**config.mk**
```make
export PLATFORM = sky130hd
export DESIGN_NAME = xoodoo_rc_sequencer
export DESIGN_NICKNAME = d
export VERILOG_FILES = /design/src/rtl/xoodoo_sca_pkg.sv /design/src/rtl/xoodoo_rc_rom.sv /design/src/rtl/xoodoo_rc_sequencer.sv
export SDC_FILE = /design/constraint.sdc
export NUM_CORES = 1
export LEC_CHECK = 0
export BUFFER_PORTS_ARGS = -buffer_cell sky130_fd_sc_hd__buf_2
export CAP_MARGIN = 30
export CORE_AREA = 10 10 80 82
export DETAILED_ROUTE_END_ITERATION = 7
export DIE_AREA = 0 0 90 92
export PLACE_DENSITY_LB_ADDON = 0.25
export SETUP_SLACK_MARGIN = 0.02
export SLEW_MARGIN = 20
export SYNTH_ARGS = -nofsm -noshare
export SYNTH_HDL_FRONTEND = slang
export SYNTH_HIERARCHICAL = 1
export SYNTH_SLANG_ARGS = --single-unit
export TNS_END_PERCENT = 1
```
**constraint.sdc**
```tcl
create_clock -name clk -period 2.25 [get_ports clk]
set_clock_uncertainty 0.05 [all_clocks]
set_input_delay 0.3375 -clock clk [delete_from_list [all_inputs] [get_ports clk]]
set_output_delay 0.3375 -clock clk [all_outputs]
set_load 0.01 [all_outputs]
```
**src/rtl/xoodoo_sca_pkg.sv**
```systemverilog
// Shared definitions for the masked Xoodoo round controller: round constants,
// FSM state encoding and the n_rounds legality rule.
package xoodoo_sca_pkg;

  localparam int NR_MAX = 12;

  // Round constants for rounds 0..11 of the 12-round Xoodoo schedule.
  localparam logic [31:0] RC_TABLE [0:NR_MAX-1] = '{
    32'h058, 32'h038, 32'h3C0, 32'h0D0, 32'h120, 32'h014,
    32'h060, 32'h02C, 32'h380, 32'h0F0, 32'h1A0, 32'h012
  };

  typedef enum logic [1:0] {
    ST_IDLE = 2'd0,
    ST_RUN  = 2'd1,
    ST_DONE = 2'd2
  } state_t;

  // A run is legal when it has 1..12 rounds and fills whole groups of rpc rounds.
  function automatic logic n_rounds_legal(input logic [3:0] n, input int rpc);
    return (n != 4'd0) && (int'(n) <= NR_MAX) && ((int'(n) % rpc) == 0);
  endfunction

endpackage

```
**src/rtl/xoodoo_rc_rom.sv**
```systemverilog
// Combinational round-constant lookup: round index (0..11) -> 32-bit constant.
// Indices outside the schedule return zero.
module xoodoo_rc_rom
  import xoodoo_sca_pkg::*;
(
  input  logic [3:0]  idx,
  output logic [31:0] rc
);

  always_comb begin
    rc = '0;
    if (idx < 4'(NR_MAX)) rc = RC_TABLE[idx];
  end

endmodule

```
**src/rtl/xoodoo_rc_sequencer.sv**
```systemverilog
// Round controller for masked Xoodoo: steps through the last n_rounds rounds at
// RPC rounds per cycle. Build macro XOODOO_RDI_STALL_EN gates rounds on rdi_valid.
module xoodoo_rc_sequencer
  import xoodoo_sca_pkg::*;
#(
  parameter int RPC = 1
) (
  input  logic             clk,
  input  logic             rst,
  input  logic             start,
  input  logic [3:0]       n_rounds,
  input  logic             rdi_valid,
  output logic             rdi_ready,
  output logic             round_en,
  output logic [32*RPC-1:0] rc_o,
  output logic [11:0]      round_oh,
  output logic             busy,
  output logic             done,
  output logic             err,
  output logic [1:0]       state_dbg
);

  // Handshake: in RUN, a group of RPC rounds is applied (round_en) in exactly the
  // cycles where the randomness is consumed (rdi_ready); rdi_valid may only hold
  // the sequencer back, it never skips a group.

  localparam logic [3:0] RPC_STEP = 4'(RPC);

  state_t              state, state_nxt;
  logic [3:0]          idx, idx_nxt;
  logic                advance;
  logic                legal;
  logic [32*RPC-1:0]   rc_nxt;

  assign legal = n_rounds_legal(n_rounds, RPC);

`ifdef XOODOO_RDI_STALL_EN
  assign advance = (state == ST_RUN) && rdi_valid;
`else
  logic unused_rdi_valid;
  assign unused_rdi_valid = rdi_valid;
  assign advance = (state == ST_RUN);
`endif

  assign round_en  = advance;
  assign rdi_ready = advance;
  assign busy      = (state != ST_IDLE);
  assign done      = (state == ST_DONE);
  assign state_dbg = state;

  always_comb begin
    state_nxt = state;
    idx_nxt   = idx;
    case (state)
      ST_IDLE: begin
        if (start && legal) begin
          state_nxt = ST_RUN;
          idx_nxt   = 4'(NR_MAX) - n_rounds;
        end
      end
      ST_RUN: begin
        if (advance) begin
          if ((idx + RPC_STEP) < 4'(NR_MAX)) begin
            idx_nxt = idx + RPC_STEP;
          end else begin
            state_nxt = ST_DONE;
            idx_nxt   = '0;
          end
        end
      end
      ST_DONE: state_nxt = ST_IDLE;
      default: begin
        state_nxt = ST_IDLE;
        idx_nxt   = '0;
      end
    endcase
  end

  // Constants are looked up for the index the next cycle will present, so the
  // output registers always hold the constants matching round_oh.
  for (genvar k = 0; k < RPC; k++) begin : g_lane
    logic [3:0] lane_idx;
    assign lane_idx = idx_nxt + 4'(k);
    xoodoo_rc_rom u_rom (
      .idx (lane_idx),
      .rc  (rc_nxt[32*k +: 32])
    );
  end

  always_ff @(posedge clk) begin
    if (rst) begin
      state    <= ST_IDLE;
      idx      <= '0;
      rc_o     <= '0;
      round_oh <= '0;
      err      <= 1'b0;
    end else begin
      state <= state_nxt;
      idx   <= idx_nxt;
      err   <= (state == ST_IDLE) && start && !legal;
      if (state_nxt == ST_RUN) begin
        rc_o     <= rc_nxt;
        round_oh <= 12'd1 << idx_nxt;
      end else begin
        rc_o     <= '0;
        round_oh <= '0;
      end
    end
  end

endmodule

```
# Word level (Yosys, flattened, before mapping)
# Memories as Yosys holds them, arrays and structs flattened. A register that Yosys moved wholly into a read port is not among the register bits.
# Index checks and enable logic that the tools add are counted.
# Widths: inputs -> output; s select.
[word_totals]
elab_cells = 33
output_inout_bits = 51
in_bits = 8
ff_bits = 19
rom_bits = 512
memories = 1
[classes]
n_shift = 1
muxes = 6
n_bitwise = 3
eq_ne = 3
order_cmp = 3
n_reduce_logical = 10
addsub = 2
[mem_list]
columns = ["name", "words", "word_bits", "read_ports", "rd_clocked_by_memory_dff", "write_ports", "line_no", "rtl"]
rows = [
  ["(name not given)", 16, 32, 1, 1, 0, "xoodoo_rc_rom.sv:12", "if (idx < 4'(NR_MAX)) rc = RC_TABLE[idx];"],
]
[op_table]
columns = ["cell", "n"]
rows = [
  ["$pmux 4 s3", 1],
  ["$shl 1x4->12 const A", 1],
  ["$lt 4x4->1 const B", 2],
  ["$mux 4", 2],
  ["$not 4->5", 1],
  ["$add 4x1->4 const B", 1],
  ["$eq 2x1->1 const B", 2],
  ["$le 4x4->1 const B", 1],
  ["$logic_and 1x1->1", 4],
  ["$mux 2", 2],
  ["$pmux 2 s2", 1],
  ["$reduce_bool 4->1", 1],
  ["$sub 4x4->4 const A", 1],
  ["$reduce_or 3->1", 1],
  ["$eq 2x2->1 const B", 1],
  ["$logic_not 2->1", 1],
  ["$not 1->1", 2],
  ["$reduce_bool 2->1", 1],
  ["$reduce_or 2->1", 1],
  ["$logic_not 1->1", 1],
]

# Depth between registers and ports, before layout
# Gate-level depths: netlist of the first run.
[depth]
depth_word = 8
ltp_mapped = 13

# Cells and area by module
# The synthesis of the first run kept the hierarchy.
[by_module_without_submodules]
columns = ["mod", "cells_each", "area_per_inst_um2", "instances"]
rows = [
  ["xoodoo_rc_sequencer", 174, 1778.0, 1],
  ["xoodoo_rc_rom", 60, 445.4, 1],
]

# Worst setup path before layout of the first run
# OpenSTA, ideal clock, no wires.
[synth_path]
kind = "input to register"
startpoint = "in n_rounds[0]"
endpoint = "reg rc_o[5]"
path_stages = 11
setup_ns = 0.115
path_slack_ns = -0.108
t_arrival_ns = 2.193
path_cell_list = "inv_1 > ha_1 > and3b_1 > a211oi_1 > o311a_1 > inv_1 > ha_1 > and2b_2 > a21oi_1 > o21ai_0 > and2_1"
[synth_between]
elab_chain_len = 8
word_cells_on_any_way = 15
cone_classes = "1 x add/sub; 2 x order compare; 1 x eq/ne; 4 x mux; 3 x bitwise; 4 x reduce/logical"
[synth_lines]
columns = ["item", "line_no", "rtl"]
rows = [
  ["start, declared", "xoodoo_rc_sequencer.sv:11", "input logic [3:0] n_rounds,"],
  ["$le 4x4->1 / $reduce_bool 4->1 (equally long branches)", "xoodoo_sca_pkg.sv:21", "return (n != 4'd0) && (int'(n) <= NR_MAX) && ((int'(n) % rpc) == 0);"],
  ["$logic_and 1x1->1", "xoodoo_sca_pkg.sv:21", ""],
  ["$logic_and 1x1->1", "xoodoo_rc_sequencer.sv:56", "if (start && legal) begin"],
  ["$mux 4 *", "xoodoo_rc_sequencer.sv:56", ""],
  ["$pmux 4 s3 *", "xoodoo_rc_sequencer.sv:54", "case (state)"],
  ["named net g_lane[0].lane_idx[0]", "xoodoo_rc_sequencer.sv:82", "logic [3:0] lane_idx;"],
  ["$lt 4x4->1", "xoodoo_rc_rom.sv:12", ""],
  ["$not 1->1 (no source line)", "-", ""],
  ["$reduce_or 3->1 (no source line)", "-", ""],
  ["end, declared", "xoodoo_rc_sequencer.sv:15", "output logic [32*RPC-1:0] rc_o,"],
]
# Mark *: on every way through the listed nets, which the timed path passes. The rest lies on a longest branch.
# A chain may end at the register's enable or synchronous reset.

# Worst setup path after layout of the first run
[layout_path]
startpoint = "reg idx[0]"
endpoint = "reg rc_o[5]"
[layout_between]
elab_chain_len = 7
word_cells_on_any_way = 13
cone_classes = "1 x add/sub; 2 x order compare; 1 x eq/ne; 5 x mux; 3 x bitwise; 1 x reduce/logical"
[layout_lines]
columns = ["item", "line_no", "rtl"]
rows = [
  ["start, declared", "xoodoo_rc_sequencer.sv:30", "logic [3:0] idx, idx_nxt;"],
  ["start signal, assigned", "xoodoo_rc_sequencer.sv:99", "idx <= idx_nxt;"],
  ["$add 4x1->4 *", "xoodoo_rc_sequencer.sv:63, xoodoo_rc_sequencer.sv:64", ""],
  ["$lt 4x4->1", "xoodoo_rc_sequencer.sv:63", "if ((idx + RPC_STEP) < 4'(NR_MAX)) begin"],
  ["$mux 4 *", "xoodoo_rc_sequencer.sv:63", ""],
  ["$pmux 4 s3 *", "xoodoo_rc_sequencer.sv:54", ""],
  ["named net g_lane[0].lane_idx[1]", "xoodoo_rc_sequencer.sv:82", ""],
  ["$lt 4x4->1", "xoodoo_rc_rom.sv:12", ""],
  ["$not 1->1 (no source line)", "-", ""],
  ["$reduce_or 3->1 (no source line)", "-", ""],
]
# Marked as above.

==> out/summary.md, run 1 <==
The run finished with clean final reports. The flop and latch count out of synthesis was 51; the routability-driven placement congestion ratio was 0.847. Data on the critical path is required at its endpoint by 2.41 ns.

The tools report the number of buffers added to fix hold violations after cts as 0. The sequential power share was 45.9%. The setup TNS is 0 ns, and the synthesized area divided by synthesized cell count is 9.50 um2. The final hold violation count was 0; the via count normalized by instance count was 4.22.

TritonCTS built the clock tree. Setup repair after global routing could not meet its margin everywhere. The tools report the count of antenna-violating nets left after detailed routing as 0. The tools report the top achievable clock speed as 460 MHz.

On the critical path, the stage with the largest delay is an instance of sky130_fd_sc_hd__dfxtp_4. The routed length per placed instance was 11.3 um. The library cells used most frequently in the layout, excluding fill and tap cells, are 57 x sky130_fd_sc_hd__buf_2, 49 x sky130_fd_sc_hd__dfxtp_1, 33 x sky130_fd_sc_hd__and2_1. The design draws 0.00214 W.

Setup violations remaining at the end of the flow were counted as 0. STA classifies the critical path endpoint as a flip-flop. After clock tree synthesis, the clock-pin slew on the worst setup and hold paths is 0.09 ns. The count of yosys warnings during synthesis is 6, and the initial core utilization is 45.3%.

Across every metal layer, demand over resource in global routing totals 11.0%. IR analysis of the VDD net gives a maximum drop of 478 uV. The synthesized design devotes to its leading area cell type 45.9% of total area. The clock period could shrink to 2.17 ns.

Worst hold path class: in -> reg. In this run the power spent charging and discharging nets is 0.000594 W. The family of cells with the greatest summed delay on the critical path is simple AND/OR/NAND/NOR gates. The horizontal die dimension works out to 90 um. Hold is met by 0.268 ns. The clock net in this run drives a total of 51 sinks.

The biggest area contributor in the post-synthesis netlist is sky130_fd_sc_hd__dfxtp_1. The die boundary height works out to 92 um. For this run, the leading register cell type out of synthesis is sky130_fd_sc_hd__dfxtp_1. Of the total power, the share spent switching nets is 27.8%. STA puts the critical path data arrival time at 2.33 ns. The tools report the pin count of the biggest net entering global routing as 22. For the remaining global-route overflow, the log shows 0. For this design the ratio of total power to cell area is 733 nW/um2. The number of antenna diodes in the final layout is 0.

In this run the count of I/O pins placed on the die edge is 59. Dividing the final minimum period by the clock period gives 96.7%. The total routed wirelength was 4420 um.

Along the worst path, the maximum fanout reaches 6. Walking the worst path, the cells encountered are buf_6 -> and3b_2 -> o21ai_2 -> and4b_1 -> a221oi_2 -> inv_2 -> inv_4 -> ha_4 -> and2b_2 -> a21oi_2 -> o21ai_1 -> and2_1. Number of synthesized flops with an enable pin: 0. Summed over all cells, the static leakage comes to 1.43 nW.

The critical path startpoint category was a flip-flop. Relative to the synthesized area, the layout overhead comes to 31.2%. The first global-routing pass estimated 7510 um of wire. The internal power of the cells totals 0.00154 W. By startpoint and endpoint, the worst setup path is classified as reg -> reg. The library cell used most frequently in the layout, excluding fill and tap cells, is sky130_fd_sc_hd__buf_2.

After the first detailed-routing iteration, the DRC count stood at 67. Sequential elements use 45.9% of the synthesized area. Of all flip-flops after synthesis, the portion carrying an async set or reset was 0%.

In this run the standard cell core region covers 4910 um2. The tools report the number of global-route vias before repair as 1600. The final route contains 1645 vias.

The share of post-route cells with drive strength above 1 is 40.0%, and the number of optimization iterations in the first detailed-route pass is 4. The maximum clock path buffer count came out at 2. The combinational share of power is 25.3%. The number of I/O port buffers is 57. For the post-synth design cell area, the log shows 2220 um2. In the routed design, unresolved DRC markers number 0.

The net count of the finished layout is 337. The run gives 5 as the total clock buffers created by CTS. The die covers 8280 um2. The distinct cell type count of the synthesized netlist was 47; the sum of buffers and inverters on the critical path was 3.

The clock share of power came out at 28.8%. Ranked by total cell area, the synthesized netlist is headed by sky130_fd_sc_hd__dfxtp_1 46%, sky130_fd_sc_hd__and2_1 9.3%, sky130_fd_sc_hd__buf_4 8.1%. For the count of max-cap constraint violations, the log shows 0.

In this design, the stage delay of the slowest critical-path cell is 0.38 ns. The floorplan has 26 rows. The initial antenna violation count is 0. CTS placed an instance of sky130_fd_sc_hd__clkbuf_8 at the clock tree root.

The number of H-tree levels was 2; the final max-slew violation count was 0. For the worst-skew pair, the clock arrives at the later sink with an insertion delay of 0.30 ns. The tools report the placed wire-length estimate after detailed placement as 3470 um. For the post-synthesis instance total, the log shows 234.

At the end of the flow the core is filled with cells to 59.4%.
[Yosys cell counts (2+ instances only)]
cell / number
sky130_fd_sc_hd__nor2_1: 24
sky130_fd_sc_hd__a21oi_1: 2
sky130_fd_sc_hd__nor3_1: 3
sky130_fd_sc_hd__inv_1: 12
sky130_fd_sc_hd__nand4_1: 2
sky130_fd_sc_hd__nand2b_1: 5
sky130_fd_sc_hd__o21ai_1: 2
sky130_fd_sc_hd__buf_2: 2
sky130_fd_sc_hd__nand3b_1: 3
sky130_fd_sc_hd__buf_6: 2
sky130_fd_sc_hd__mux2i_1: 4
sky130_fd_sc_hd__nor2b_1: 4
sky130_fd_sc_hd__clkbuf_1: 3
sky130_fd_sc_hd__xnor2_1: 2
sky130_fd_sc_hd__nand2_1: 12
sky130_fd_sc_hd__ha_1: 9
sky130_fd_sc_hd__and2_1: 33
sky130_fd_sc_hd__dfxtp_1: 51
sky130_fd_sc_hd__o21ai_0: 2
sky130_fd_sc_hd__buf_4: 24
sky130_fd_sc_hd__and3b_1: 2
sky130_fd_sc_hd__inv_2: 2
sky130_fd_sc_hd__xor2_1: 2
sky130_fd_sc_hd__nand3_1: 3
sky130_fd_sc_hd__a211oi_1: 2
[worst reg2reg max path: stages (launching register included)]
cell and delay [ns]:
sky130_fd_sc_hd__dfxtp_4 0.38, sky130_fd_sc_hd__buf_6 0.11, sky130_fd_sc_hd__and3b_2 0.20, sky130_fd_sc_hd__o21ai_2 0.18, sky130_fd_sc_hd__and4b_1 0.23, sky130_fd_sc_hd__a221oi_2 0.08
sky130_fd_sc_hd__inv_2 0.13, sky130_fd_sc_hd__inv_4 0.07, sky130_fd_sc_hd__ha_4 0.15, sky130_fd_sc_hd__and2b_2 0.20, sky130_fd_sc_hd__a21oi_2 0.09, sky130_fd_sc_hd__o21ai_1 0.07
sky130_fd_sc_hd__and2_1 0.13
[power by group through the flow]
stage                     clock, W  combinational, W  sequential, W
after CTS                 0.000636          0.000535       0.000979
final                     0.000616          0.000541       0.000981
after detailed placement         0          0.000534       0.000999
after global placement           0          0.000528       0.000997
after global routing      0.000680          0.000611       0.000989
after floorplan                  0          0.000325        0.00103
[final cells by class]
| cell class | instances | area (um2) |
|---|---|---|
| clock buffers | 5 | 68.8 |
| clock inverters | 2 | 37.5 |
| fillers | 438 | 1990 |
| inverters | 14 | 55.1 |
| multi-input cells | 160 | 1110 |
| flip-flops and latches | 51 | 1030 |
| well taps | 70 | 87.6 |
| repair buffers | 88 | 534 |
[repair_timing]
item,4_1_cts,5_1_grt
buffers inserted,0,2
resized for setup,2,11
pin swaps,1,5
setup endpoints to repair,3,8
[routing by layer]
metal / global-route usage (%) / up-vias / part of all wire [%]
li1: - / 877 / -
met2: 17.3 / 38 / 45
met5: 0 / - / 0
met1: 11.6 / 723 / 41
met4: 4.77 / 0 / 1.7
met3: 6.76 / 7 / 12
[final timing paths]
path	cells past startpoint	from	to	slack, ns
hold reg to reg	4	idx[1]	state_dbg[1]	0.65
hold / removal	2	rst	idx[0]	0.27
setup / recovery	12	idx[0]	rc_o[5]	0.08
setup reg to reg	12	idx[0]	rc_o[5]	0.08
[per-stage QoR]
step                      std cells  setup WS (ns)  area [um2]
after floorplan                 256         0.0236        2380
after global placement          381        -0.0991        2760
after detailed placement        381         -0.124        2760
after CTS                       388         0.0204        2870
after global routing            390        -0.0657        2920
final                           390         0.0751        2920
[flip-flops by register name (all words and copies together) (netlist names)]
| name | flops |
|---|---|
| idx | 4 |
| rc_o | 32 |
| state_dbg | 2 |
| err | 1 |
| round_oh | 12 |
[cell families (layout without fill, tap and decap cells)]
family	Yosys count	in the layout	synth area share (%)
muxes	4	4	1.80
adders and majority gates	9	9	5.06
AOI/OAI and AO/OA	22	22	8.10
DFF	51	51	45.9
xor gates and xnor gates	4	4	1.58
buffers and inverters	45	109	12.4
and+or+nand+nor	98	98	24.9
other	1	23	0.169
(Power assumes the default switching activity.)
==> inputs of run 2 (changes only) <==
Settings changed: CORE_AREA 10 10 80 82 to 10 10 74 76, DIE_AREA 0 0 90 92 to 0 0 84 86, SETUP_SLACK_MARGIN 0.02 to 0.4.
Clock period 2.25 ns to 2.69 ns, I/O delays scaled along.
==> out/summary.md, run 2 (synthesis gave the netlist of run 1 again) <==
The number of global-route vias before repair is 1554 (was 1600). I/O pin total: 59 (unchanged). Initial core utilization: 56.0% (was 45.3%). Switching part of the total: 29.0% (was 27.8%).

The category of the critical setup timing path was reg -> reg (unchanged). Count of antenna-violating nets left after detailed routing: 0 (unchanged). The logs give 3190 um (was 3470 um) for the placed wire-length estimate after detailed placement and 2.88 ns (was 2.41 ns) for the critical path data required time.

The initial antenna violation count is 0 (unchanged), and the die boundary height is 86 um (was 92 um). For the largest voltage drop on the vdd net, the log shows 371 uV (was 478 uV). TritonCTS built the clock tree. Maximum fanout count along the critical path: 6 (unchanged). For the setup TNS, the log shows 0 ns (unchanged). The number of buffers added to fix hold violations after cts is 0 (unchanged). The number of optimization iterations in the first detailed-route pass was 4 (unchanged). Share of post-route cells with drive strength above 1: 36.4% (was 40.0%). The worst hold path class is in -> reg (unchanged).

The global-route wire length before repair was 7110 um (was 7510 um). The tools report the remaining global-route overflow as 0 (unchanged). The layout filler cell count is 328 (was 438), and the clock-pin slew on the worst setup and hold paths is 0.09 ns (about the same). The tools report the count of clock tree sinks as 51 (unchanged).

The tools report the internal power component as 0.00118 W (was 0.00154 W). The post-place instance area was 2540 um2 (was 2760 um2). The final design instance area without fill is 2750 um2 (was 2920 um2). The tools report the endpoint type of the worst setup path as a flip-flop (unchanged).

Clock share of power: 24.6% (was 28.8%). The tools report the overall global routing resource usage as 11.7% (was 11.0%). Power density over the cells: 603 nW/um2 (was 733 nW/um2). The number of I/O port buffers was 57 (unchanged). Setup repair after global routing could not meet its margin everywhere. The logs give 0 (unchanged) for the number of remaining DRC errors and 1611 (was 1645) for the routed via count. The number of cell rows was 23 (was 26). The logs give 0.000480 W (was 0.000594 W) for the switching power of the nets and 5 (unchanged) for the total clock buffers created by CTS. For the count of max-cap constraint violations, the log shows 0 (unchanged).

Via count normalized by instance count: 4.58 (was 4.22). For the clock latency on the worst-skew pair, the log shows 0.29 ns (was 0.30 ns). Biggest registers after layout: rc_o x32, round_oh x12, idx x4 (unchanged). Part of the cycle the worst path needs: 82.1% (was 96.7%).

The tools report the sequential power share as 50.0% (was 45.9%). The flow ran to the end, and the final reports show no timing, DRC or antenna violations. Worst path arrival time: 2.40 ns (was 2.33 ns).

The clock period minus worst slack was 2.21 ns (was 2.17 ns). Critical path startpoint category: a flip-flop (unchanged). The flip-flop count of the largest register, all copies and words added is 32 (unchanged). The growth of design area from synthesis to finish works out to 23.5% (was 31.2%). Commonest non-fill, non-tap cell in the layout: sky130_fd_sc_hd__buf_2 (unchanged). The register name with the most flops was rc_o (unchanged).

The routed length per placed instance was 12.2 um (was 11.3 um). The horizontal die dimension is 84 um (was 90 um). The final max-slew violation count is 0 (unchanged). The overall die area was 7220 um2 (was 8280 um2); the total number of nets in the final design was 318 (was 337). Most frequent cells in the layout: 57 x sky130_fd_sc_hd__buf_2, 45 x sky130_fd_sc_hd__dfxtp_1, 33 x sky130_fd_sc_hd__and2_1 (was 57 x sky130_fd_sc_hd__buf_2, 49 x sky130_fd_sc_hd__dfxtp_1, 33 x sky130_fd_sc_hd__and2_1). The top achievable clock speed came out at 453 MHz (was 460 MHz). Number of violations reported at the end of detailed-routing iteration 0: 91 (was 67). The clock tree root buffer cell was sky130_fd_sc_hd__clkbuf_8 (unchanged). For the combinational share of power, the log shows 25.3% (about the same). For the count of antenna diodes in the layout, the log shows 0 (unchanged). The core region area was 3970 um2 (was 4910 um2); the number of H-tree levels was 2 (unchanged). The setup violation total in the final timing report is 0 (unchanged), and the reported leakage power is 1.33 nW (was 1.43 nW). The final hold violation count is 0 (unchanged). The logs give 0.821 (was 0.847) for the routability-driven placement congestion ratio and 37 (was 22) for the pin count of the biggest net entering global routing. The total routed wirelength is 4280 um (was 4420 um).

The tools report the maximum clock path buffer count as 2 (unchanged).
run 2: cell count changes in the layout (fill, tap and decap cells not counted), sizes merged:
| cell | delta |
|---|---|
| clkbuf | +2 |
| bufinv | -1 |
| clkinvlp | -1 |
| clkinv | +1 |
| buf | -19 |
run 2: through the flow:
stage                     hold WS, ns  setup slack, ns  power, W  utilization [%]  instances
final                           0.349            0.481   0.00166             69.2        352
after global routing            0.349            0.339   0.00176             69.2        352
after CTS                       0.339            0.378   0.00162             66.2        345
after detailed placement        0.608           0.0807   0.00121             64.1        337
after global placement          0.595           0.0986   0.00121             64.1        337
after floorplan                 0.426            0.411   0.00113                -        256
run 2: what timing repair did:
item,4_1_cts,5_1_grt
pin swaps,0,5
gates cloned,0,0
setup endpoints to repair,4,8
gates resized for setup,3,16
setup buffers,0,7
run 2: path summary, 6_finish.rpt:
kind	from	endpoint	slack [ns]	cells past startpoint
setup / recovery	idx[0]	rc_o[7]	0.48	10
hold reg to reg	idx[3]	state_dbg[1]	0.57	3
hold / removal	rst	idx[2]	0.35	2
setup reg to reg	idx[0]	rc_o[7]	0.48	10
run 2: power by group through the flow:
| stage | sequential [W] | clock [W] | combinational (W) |
|---|---|---|---|
| floorplan | 0.000860 | 0 | 0.000272 |
| global placement | 0.000841 | 0 | 0.000365 |
| detailed placement | 0.000843 | 0 | 0.000368 |
| CTS | 0.000826 | 0.000423 | 0.000370 |
| global route | 0.000835 | 0.000451 | 0.000475 |
| finish | 0.000828 | 0.000408 | 0.000419 |
run 2: critical path, cell delays in order, from the launching register on:
cell and delay, ns:
sky130_fd_sc_hd__dfxtp_4 0.38, sky130_fd_sc_hd__ha_4 0.18, sky130_fd_sc_hd__nor2b_2 0.12, sky130_fd_sc_hd__o21ai_2 0.08
sky130_fd_sc_hd__and4b_1 0.22, sky130_fd_sc_hd__a221oi_2 0.32, sky130_fd_sc_hd__inv_2 0.13, sky130_fd_sc_hd__buf_4 0.16
sky130_fd_sc_hd__ha_1 0.18, sky130_fd_sc_hd__a211oi_2 0.20, sky130_fd_sc_hd__and2_1 0.14
run 2: layout make-up:
type | count | area [um2] | share of cell area [%]
well taps | 50 | 62.6 | 2.28
repair buffers | 69 | 375 | 13.7
multi-input cells | 160 | 1130 | 41.1
clock buffers | 7 | 76.3 | 2.78
inverters | 14 | 65.1 | 2.37
clock inverters | 1 | 5.00 | 0.182
flip-flops and latches | 51 | 1030 | 37.6
run 2: metal layers:
metal / global-route usage [%] / vias up / wire [um]
li1: - / 843 / -
met1: 12.1 / 712 / 1730
met2: 19.0 / 45 / 1960
met3: 7.00 / 11 / 487
met4: 5.02 / 0 / 102
met5: 0 / - / 0
==> inputs of run 3 (changes only) <==
Settings changed: CORE_AREA 10 10 74 76 to 10 10 80 82, DIE_AREA 0 0 84 86 to 0 0 90 92.
Clock period 2.69 ns to 1.97 ns, I/O delays scaled along.
==> out/summary.md, run 3 (synthesis gave the netlist of run 1 again) <==
The number of H-tree levels is 2 (unchanged). The tools report the endpoint of the lowest-slack register-to-register path as rc_o[6] (was rc_o[7]). The critical path data required time is 2.12 ns (was 2.88 ns). The run finished, with violations left.

Core region area: 4910 um2 (was 3970 um2). The critical path startpoint category was a flip-flop (unchanged). For the worst path arrival time, the log shows 2.29 ns (was 2.40 ns). The tools report the initial core utilization as 45.3% (was 56.0%). The number of cells on the worst hold path is 2 (unchanged). Biggest registers after layout: rc_o x32, round_oh x12, idx x4 (unchanged). The register name with the most flops was rc_o (unchanged). The die boundary height is 92 um (was 86 um), and the share of post-route cells with drive strength above 1 is 46.4% (was 36.4%). The setup TNS was -0.958 ns (was 0 ns); the clock latency on the worst-skew pair was 0.30 ns (was 0.29 ns).

The clock period minus worst slack works out to 2.14 ns (was 2.21 ns). The tools report the worst setup path startpoint as idx[1] (was idx[0]). The logs give 0 (unchanged) for the initial antenna violation count and 11.6% (was 11.7%) for the overall global routing resource usage. The run gives 3090 um2 (was 2750 um2) as the final design instance area without fill. The run gives 394 (was 337) as the post-placement cell count. Launch instance of the worst min-delay path: rst (unchanged). The run gives 51 (unchanged) as the count of clock tree sinks. Most frequent cells in the layout: 55 x sky130_fd_sc_hd__buf_2, 46 x sky130_fd_sc_hd__dfxtp_1, 44 x sky130_fd_sc_hd__buf_4 (was 57 x sky130_fd_sc_hd__buf_2, 45 x sky130_fd_sc_hd__dfxtp_1, 33 x sky130_fd_sc_hd__and2_1).

The depth of the most critical reg-to-reg path is 12 (was 10), and the maximum fanout count along the critical path is 7 (was 6). Worst hold path class: in -> reg (unchanged). The run gives 4 (unchanged) as the number of optimization iterations in the first detailed-route pass. Final max-slew violation count: 0 (unchanged). The endpoint type of the worst setup path was a flip-flop (unchanged). The number of global-route vias before repair was 1767 (was 1554). The commonest non-fill, non-tap cell in the layout was sky130_fd_sc_hd__buf_2 (unchanged).

For the total clock buffers created by CTS, the log shows 5 (unchanged). The horizontal die dimension works out to 90 um (was 84 um). The routed length per placed instance works out to 11.6 um (was 12.2 um).

The tools report the startpoint of the most critical register-to-register path as idx[1] (was idx[0]). The logs give 9 (was 0) for the setup violation total in the final timing report and 25 (was 37) for the pin count of the biggest net entering global routing. The number of remaining DRC errors is 0 (unchanged), and the global-route wire length before repair is 8000 um (was 7110 um). The tools report the count of antenna diodes in the layout as 0 (unchanged). The category of the critical setup timing path is reg -> reg (unchanged). The run gives 3600 um (was 3190 um) as the placed wire-length estimate after detailed placement. The clock-pin slew on the worst setup and hold paths came out at 0.08 ns (was 0.09 ns). The reported leakage power is 1.51 nW (was 1.33 nW), and the via count normalized by instance count is 4.24 (was 4.58).

The run gives 0 (unchanged) as the remaining global-route overflow. The logs give 0.822 (was 0.821) for the routability-driven placement congestion ratio and 62.9% (was 69.2%) for the utilization after layout. The setup slack of the most critical reg-to-reg path was -0.17 ns (was 0.48 ns). The run gives 581 uV (was 371 uV) as the largest voltage drop on the vdd net. The part of the cycle the worst path needs is 109% (was 82.1%), and the overall die area is 8280 um2 (was 7220 um2).

The number of cell rows is 26 (was 23). The tools report the clock tree root buffer cell as sky130_fd_sc_hd__clkbuf_8 (unchanged). For the minimum setup slack in the final design, the log shows -0.173 ns (was 0.481 ns).

Setup repair after global routing could not meet its margin everywhere. For the final hold violation count, the log shows 0 (unchanged). The number of violations reported at the end of detailed-routing iteration 0 came out at 49 (was 91). The tools report the I/O pin total as 59 (unchanged). The post-place instance area was 2880 um2 (was 2540 um2); the growth of design area from synthesis to finish was 39.0% (was 23.5%).

For the count of max-cap constraint violations, the log shows 0 (unchanged). The total routed wirelength is 4680 um (was 4280 um), and the total number of nets in the final design is 350 (was 318). The checks that failed: setup timing. The logs give 2 (unchanged) for the maximum clock path buffer count and 467 MHz (was 453 MHz) for the top achievable clock speed. TritonCTS built the clock tree. The power density over the cells works out to 781 nW/um2 (was 603 nW/um2). The count of antenna-violating nets left after detailed routing is 0 (unchanged). Flip-flop count of the largest register, all copies and words added: 32 (unchanged).

The number of cells in the finished layout apart from fillers is 404 (was 352), and the number of I/O port buffers is 57 (unchanged). Routed via count: 1713 (was 1611). The endpoint with the worst hold slack is idx[1] (was idx[2]).
run 3: cell types whose count changed in the layout (fill, tap and decap cells not counted), sizes merged:
cell,change
buf,+32
clkbuf,-1
clkinvlp,+1
run 3: worst max-delay path: stages, from the launching register on:
cell and delay, ns:
sky130_fd_sc_hd__dfxtp_4 0.38, sky130_fd_sc_hd__ha_4 0.17, sky130_fd_sc_hd__nor2b_2 0.11, sky130_fd_sc_hd__o21ai_2 0.07, sky130_fd_sc_hd__and4b_1 0.19, sky130_fd_sc_hd__a221oi_2 0.33
sky130_fd_sc_hd__inv_2 0.15, sky130_fd_sc_hd__inv_4 0.11, sky130_fd_sc_hd__ha_4 0.12, sky130_fd_sc_hd__inv_2 0.03, sky130_fd_sc_hd__mux2i_1 0.12, sky130_fd_sc_hd__o21ai_1 0.08
sky130_fd_sc_hd__and2_1 0.15
run 3: what timing repair did:
action / CTS / global route
buffers inserted: 2 / 0
gates cloned: 0 / 0
endpoints found under the setup margin: 29 / 30
gates resized for setup: 9 / 21
hold buffers: 0 / 0
pin swaps: 9 / 6
run 3: layout make-up:
class | instances | area [um2]
clock inverter | 2 | 16.3
fill | 424 | 1820
sequential | 51 | 1030
multi-input combinational | 160 | 1170
tap | 70 | 87.6
clock buffer | 6 | 82.6
timing repair buffer | 101 | 628
inverter | 14 | 75.1
run 3: report_power, final:
part / internal [W] / switching [W]
logic: 0.000328 / 0.000344
registers: 0.00110 / 0.0000293
clock network: 0.000287 / 0.000330
total: 0.00171 / 0.000703
run 3: stage by stage:
step	setup WS (ns)	total power (W)	hold slack, ns
3_3_place_gp	-0.408	0.00176	0.562
6_report	-0.173	0.00241	0.262
4_1_cts	-0.161	0.00241	0.226
3_5_place_dp	-0.435	0.00177	0.563
2_1_floorplan	-0.188	0.00155	0.310
5_1_grt	-0.392	0.00258	0.259
run 3: worst max-delay path by stage:
stage / to / slack (ns) / cells past startpoint
floorplan: rc_o[5] / -0.19 / 13
global placement: rc_o[4] / -0.41 / 13
detailed placement: rc_o[6] / -0.43 / 14
CTS: rc_o[6] / -0.16 / 12
global route: rc_o[6] / -0.39 / 11
finish: rc_o[6] / -0.17 / 12
run 3: layer usage:
metal | up-vias | track usage [%] | routed length, um
li1 | 908 | - | -
met1 | 757 | 12.8 | 1910
met2 | 42 | 18.6 | 2230
met3 | 6 | 6.28 | 488
met4 | 0 | 3.98 | 60
met5 | - | 0 | 0
